===== config.mk =====
export PLATFORM = sky130hd
export DESIGN_NAME = tmds_decoder_flat
export DESIGN_NICKNAME = d
export VERILOG_FILES = /design/src/rtl/tmds_decoder_if.sv /design/src/rtl/tmds_decoder.sv /design/src/flat_wrapper.sv
export SDC_FILE = /design/constraint.sdc
export NUM_CORES = 1
export LEC_CHECK = 0
export ABC_AREA = 1
export BUFFER_PORTS_ARGS = -buffer_cell sky130_fd_sc_hd__buf_2
export CAP_MARGIN = 20
export CORE_ASPECT_RATIO = 0.6
export CORE_MARGIN = 4
export CORE_UTILIZATION = 54
export DETAILED_ROUTE_END_ITERATION = 6
export PLACE_DENSITY_LB_ADDON = 0.2
export SETUP_SLACK_MARGIN = 0.4
export SLEW_MARGIN = 5
export SYNTH_ARGS = -nofsm -noshare
export SYNTH_HDL_FRONTEND = slang
export SYNTH_SLANG_ARGS = --single-unit

===== constraint.sdc =====
create_clock -name clk -period 2.1 [get_ports clk]
set_input_delay 0.63 -clock clk [delete_from_list [all_inputs] [get_ports clk]]
set_output_delay 0.63 -clock clk [all_outputs]
set_load 0.05 [all_outputs]

===== src/rtl/tmds_decoder_if.sv =====
// Signal bundle between a 1:10 deserializer channel and the TMDS symbol decoder.
// master drives raw words and observes decoded symbols; slave is the decoder side.
interface tmds_decoder_if;
  logic [9:0] din;
  logic [7:0] dout;
  logic       c0;
  logic       c1;
  logic       blanking;
  logic       locked;
  logic [3:0] align_offset;

  modport master (
    output din,
    input  dout, c0, c1, blanking, locked, align_offset
  );

  modport slave (
    input  din,
    output dout, c0, c1, blanking, locked, align_offset
  );
endinterface


===== src/rtl/tmds_decoder.sv =====
// TMDS channel receiver: locks symbol alignment on runs of control tokens,
// then decodes each aligned 10-bit symbol to pixel data or the c0/c1 pair.
module tmds_decoder #(
  parameter int unsigned CTL_RUN      = 8,
  parameter int unsigned LOSS_TIMEOUT = 4096
) (
  input logic           clk,
  input logic           rst_n,
  tmds_decoder_if.slave bus
);
  localparam int unsigned LW = $clog2(LOSS_TIMEOUT);
  localparam logic [7:0]    RUN_LAST  = 8'(CTL_RUN - 1);
  localparam logic [LW-1:0] LOSS_LAST = LW'(LOSS_TIMEOUT - 1);

  typedef enum logic {SEARCH, LOCKED} state_t;

  state_t        state_q, state_d;
  logic [9:0]    cur_q, prev_q;
  logic [19:0]   win;
  logic [9:0]    sym;
  logic [3:0]    off_q, off_d;
  logic [7:0]    run_q, run_d;
  logic [LW-1:0] loss_q, loss_d;
  logic          is_tok;
  logic [1:0]    tok_c;
  logic [7:0]    d;
  logic [7:0]    data;
  logic [7:0]    dout_q;
  logic          c0_q, c1_q, blank_q;

  // Bit 0 of prev_q is the earliest bit on the wire.
  assign win = {cur_q, prev_q};
  assign sym = win[{1'b0, off_q} +: 10];

  always_comb begin
    is_tok = 1'b1;
    tok_c  = 2'b00;
    case (sym)
      10'b1101010100: tok_c = 2'b00;
      10'b0010101011: tok_c = 2'b01;
      10'b0101010100: tok_c = 2'b10;
      10'b1010101011: tok_c = 2'b11;
      default:        is_tok = 1'b0;
    endcase
  end

  always_comb begin
    d       = sym[9] ? ~sym[7:0] : sym[7:0];
    data    = '0;
    data[0] = d[0];
    for (int unsigned i = 1; i < 8; i++) begin
      data[i] = sym[8] ? (d[i] ^ d[i-1]) : ~(d[i] ^ d[i-1]);
    end
  end

  always_comb begin
    state_d = state_q;
    off_d   = off_q;
    run_d   = run_q;
    loss_d  = loss_q;
    case (state_q)
      SEARCH: begin
        if (is_tok) begin
          if (run_q == RUN_LAST) begin
            state_d = LOCKED;
            run_d   = '0;
          end else begin
            run_d = run_q + 8'd1;
          end
        end else begin
          run_d = '0;
          off_d = (off_q == 4'd9) ? 4'd0 : off_q + 4'd1;
        end
      end
      LOCKED: begin
        if (is_tok) begin
          loss_d = '0;
        end else if (loss_q == LOSS_LAST) begin
          state_d = SEARCH;
          loss_d  = '0;
          run_d   = '0;
        end else begin
          loss_d = loss_q + LW'(1);
        end
      end
      default: state_d = SEARCH;
    endcase
  end

  always_ff @(posedge clk or negedge rst_n) begin
    if (!rst_n) begin
      state_q <= SEARCH;
      cur_q   <= '0;
      prev_q  <= '0;
      off_q   <= '0;
      run_q   <= '0;
      loss_q  <= '0;
    end else begin
      state_q <= state_d;
      cur_q   <= bus.din;
      prev_q  <= cur_q;
      off_q   <= off_d;
      run_q   <= run_d;
      loss_q  <= loss_d;
    end
  end

  // Gated on the next state so the lock edge already carries the first decode
  // and the loss edge already shows forced blanking.
  always_ff @(posedge clk or negedge rst_n) begin
    if (!rst_n) begin
      dout_q  <= '0;
      c0_q    <= 1'b0;
      c1_q    <= 1'b0;
      blank_q <= 1'b1;
    end else if (state_d == LOCKED) begin
      blank_q <= is_tok;
      dout_q  <= is_tok ? 8'h00 : data;
      if (is_tok) begin
        c1_q <= tok_c[1];
        c0_q <= tok_c[0];
      end
    end else begin
      dout_q  <= '0;
      c0_q    <= 1'b0;
      c1_q    <= 1'b0;
      blank_q <= 1'b1;
    end
  end

  assign bus.dout         = dout_q;
  assign bus.c0           = c0_q;
  assign bus.c1           = c1_q;
  assign bus.blanking     = blank_q;
  assign bus.locked       = (state_q == LOCKED);
  assign bus.align_offset = off_q;
endmodule


===== src/flat_wrapper.sv =====
// flat-port wrapper written by rule: the top's interface ports become plain ports
module tmds_decoder_flat 
#(
  parameter int unsigned CTL_RUN      = 8,
  parameter int unsigned LOSS_TIMEOUT = 4096
)
  (clk, rst_n, bus_din, bus_dout, bus_c0, bus_c1, bus_blanking, bus_locked, bus_align_offset);
  tmds_decoder_if bus_i ();
  input logic clk;
  input logic rst_n;
  input wire logic [$bits(bus_i.din)-1:0] bus_din;
  output wire logic [$bits(bus_i.dout)-1:0] bus_dout;
  output wire logic [$bits(bus_i.c0)-1:0] bus_c0;
  output wire logic [$bits(bus_i.c1)-1:0] bus_c1;
  output wire logic [$bits(bus_i.blanking)-1:0] bus_blanking;
  output wire logic [$bits(bus_i.locked)-1:0] bus_locked;
  output wire logic [$bits(bus_i.align_offset)-1:0] bus_align_offset;
  assign bus_i.din = bus_din;
  assign bus_dout = bus_i.dout;
  assign bus_c0 = bus_i.c0;
  assign bus_c1 = bus_i.c1;
  assign bus_blanking = bus_i.blanking;
  assign bus_locked = bus_i.locked;
  assign bus_align_offset = bus_i.align_offset;
  tmds_decoder #(.CTL_RUN(CTL_RUN), .LOSS_TIMEOUT(LOSS_TIMEOUT)) u_core (.clk(clk), .rst_n(rst_n), .bus(bus_i));
endmodule

==> flow_metrics.tcl <==
set metrics [dict create \
    ys_async_sr_fraction_pct 100.0 \
    synthFlopType "dfrtp_1" \
    critPathBufInv 4 \
    crit_fanout 7 \
    wl_per_cell_um 17.47 \
    clockBufferDepth 2 \
    tns_ps -9437 \
    crit_slowest_cell "dfrtp_2" \
    violations "negative setup slack" \
    reg2reg_depth 17 \
    setup_viol 36 \
    netlist_area_um2 3432 \
    port_buffers 27 \
    setup_ws_ps -336.4 \
    critical-path-top-delay-family "simple AND/OR/NAND/NOR gates" \
    ioPinCount 28 \
    max_freq_mhz 410.4 \
    rows 22 \
    ys_top_cells_by_count "nand2_1 (132), nand3_1 (76), dfrtp_1 (55)" \
    fin_skew_ps 12.40 \
    synth_nets 448 \
    synth-edff-count 0 \
    power.total_uw 6523 \
    routed_wl_um 10470 \
    design.core.area_um2 6138 \
    cts_sinks 56 \
    critPathLaunchType "flip-flop" \
    avgSynthCellArea_um2 8.056 \
    holdBufCountCts 0 \
    post-synth-top-count-cell "nand2_1" \
    cp_cell_sequence "buf_6, buf_8, nand2_4, nand3_2, nand3_2, nand2_4, o21ai_4, buf_4, ha_2, nand2_2, nor2_4, nand2_8, nand2_8, buf_12, nor2_4, nand2_1, o21ai_2" \
    cts_root_buf "clkbuf_8" \
    power_density_nw_per_um2 1388 \
    die_area_um2 7737 \
    global_route.overflow_total 0 \
    clkTransAtPathRegs_ps 110 \
    viasPerCell 5.796 \
    rr_endpoint "u_core.loss_q[0]" \
    first_pass_iters 5 \
    worstMarginPinSlew_ps 426.9 \
    r2r_setup_slack_ps -340 \
    diodes 0 \
    nFillCells 391 \
    crit_type "reg -> reg" \
    hold_slack_ps 275.6 \
    hpwl_um 6391 \
    ys_ff_latch 56 \
    cts_buffers 5 \
    clk_latency_ps 320 \
    hold_viol_final 0 \
    grt_pass1_vias 3043 \
    status "finished, violations left" \
    slowest_delay_ps 510 \
    drv_cap 0 \
    yosysWarningCount 0 \
    drive_gt1_share_pct 42.33 \
    min_path_type "in -> async" \
    synth_cell_type_count 40 \
    maxSlewViolCount 0 \
    crit_arrival_ps 2660 \
    grt_max_degree 57 \
    initial_core_util_pct 55.91 \
    grt.total_usage_pct 23.15 \
    htreeDepth 2 \
    synthCells 426 \
    drtAntennaViolNets 0 \
    endpoint_kind "flip-flop" \
    grt_pass1_wl_um 14660 \
    regToRegStartpoint "u_core.bus.align_offset[0]" \
    required_ps 2320 \
    rsz0062_at_grt "yes" \
    die_width_um 110.9 \
    nNetsFinal 536 \
    drc_errors 0 \
    gp_congestion 0.9493 \
    synth_top_cell_by_area "dfrtp_1" \
    fin_crit_sh_pct 116.0 \
    cts_tree "yes" \
    ir_drop_mv 0.9638 \
    vias 3472 \
    layout-area-overhead-vs-synth_pct 36.89 \
    fin_crit_ps 2436 \
    netlist_top_cells_area "dfrtp_1 (40%), nand2_1 (14%), nand3_1 (11%)" \
    die_h_um 69.75 \
    ys_seq_area_share_pct 40.87 \
    drt_iter0_drc 347 \
    leakage_uw 0.002339 \
    antenna_found_initial 0 \
    synth_top_area_share_pct 40.10 \
    relSlewSlack_pct 71.32 \
]
[metrics by stage]
step | instances | cell area (µm²) | util, % | worst slack [ps]
after global routing | 599 | 4698 | 76.54 | -449.1
after CTS | 583 | 4288 | 69.85 | -231.4
final | 599 | 4698 | 76.54 | -336.4
after global placement | 567 | 4001 | 65.19 | -221.1
after floorplan | 426 | 3517 | - | -263.2
after detailed placement | 567 | 4001 | 65.19 | -292.3
[layer usage]
metal / GRT usage, % / vias to the layer above / routed length, µm
met5: 0 / - / 0
met4: 4.098 / 0 / 230
met3: 6.452 / 33 / 1069
met2: 34.48 / 198 / 4691
met1: 34.03 / 1665 / 4474
li1: - / 1576 / -
[state kept, by name (all words and copies together) (netlist names)]
signal / cells
u_core.bus.dout: 8
u_core.prev_q: 10
u_core.bus.c0: 1
u_core.bus.locked: 1
u_core.bus.align_offset: 4
u_core.run_q: 8
u_core.cur_q: 10
u_core.bus.blanking: 1
u_core.bus.c1: 1
u_core.loss_q: 12
[final cells by class]
cell class / instances / area [µm²] / area share [%]
Clock inverter: 2 / 13.76 / 0.2929
Tap cell: 84 / 105.1 / 2.237
Sequential cell: 56 / 1409 / 29.99
Timing Repair Buffer: 93 / 803.3 / 17.10
Clock buffer: 6 / 82.58 / 1.758
Inverter: 30 / 123.9 / 2.636
Multi-Input combinational cell: 327 / 2156 / 45.89
Timing Repair inverter: 1 / 5.005 / 0.1065
[cells in the final DEF, fill, tap and decap left out, types with 2 or more instances in the layout]
cell	n
inv_1	21
dfrtp_2	5
a21oi_1	3
nand4_4	2
inv_2	7
nand3_1	51
clkbuf_8	6
buf_4	49
nand3_2	26
nand2_8	4
nor2_4	3
a21oi_2	4
xnor2_1	5
o21bai_1	3
nand2_2	26
buf_2	21
nor2_1	19
buf_12	6
buf_6	12
nand3b_1	5
dfrtp_1	50
ha_2	5
o21ai_2	4
nand4_1	6
ha_1	4
nand3_4	4
nor2_2	9
xor2_1	14
o21ai_1	4
nand2_1	105
buf_8	5
nand2_4	8
nor3_1	2
[power breakdown]
group / internal [µW] / switching (µW) / leakage [µW]
Combinational: 2020 / 2600 / 0.00157
Sequential: 1140 / 92.0 / 0.000717
Clock: 271 / 391 / 0.0000516
Total: 3440 / 3090 / 0.00234
[cells by family (layout without fill, tap and decap cells)]
| group | count (synthesis) | count (layout) | synth area share [%] |
|---|---|---|---|
| simple gates | 271 | 272 | 39.23 |
| flops | 56 | 56 | 40.87 |
| buf+inv | 44 | 132 | 6.744 |
| compound gates | 26 | 26 | 4.667 |
| xor+xnor | 19 | 19 | 4.849 |
| fa+ha+maj | 10 | 10 | 3.646 |
[what timing repair did]
item | in CTS | in global routing
gates resized for setup | 36 | 83
setup endpoints to repair | 42 | 40
cloned | 0 | 2
buffers inserted | 8 | 14
pin swaps | 10 | 25
[worst max-delay path by stage]
stage | cells after the start | end | start | slack [ps]
after floorplan | 18 | u_core.loss_q[0] | u_core.bus.align_offset[0] | -260
after global placement | 15 | u_core.bus.align_offset[1] | u_core.bus.align_offset[1] | -220
after detailed placement | 16 | u_core.bus.dout[4] | u_core.bus.align_offset[0] | -290
after CTS | 14 | u_core.bus.dout[4] | u_core.bus.align_offset[0] | -230
after global routing | 16 | u_core.bus.dout[4] | u_core.bus.align_offset[0] | -450
final | 17 | u_core.loss_q[0] | u_core.bus.align_offset[0] | -340
Note: power is estimated with default switching activity, not from simulation.
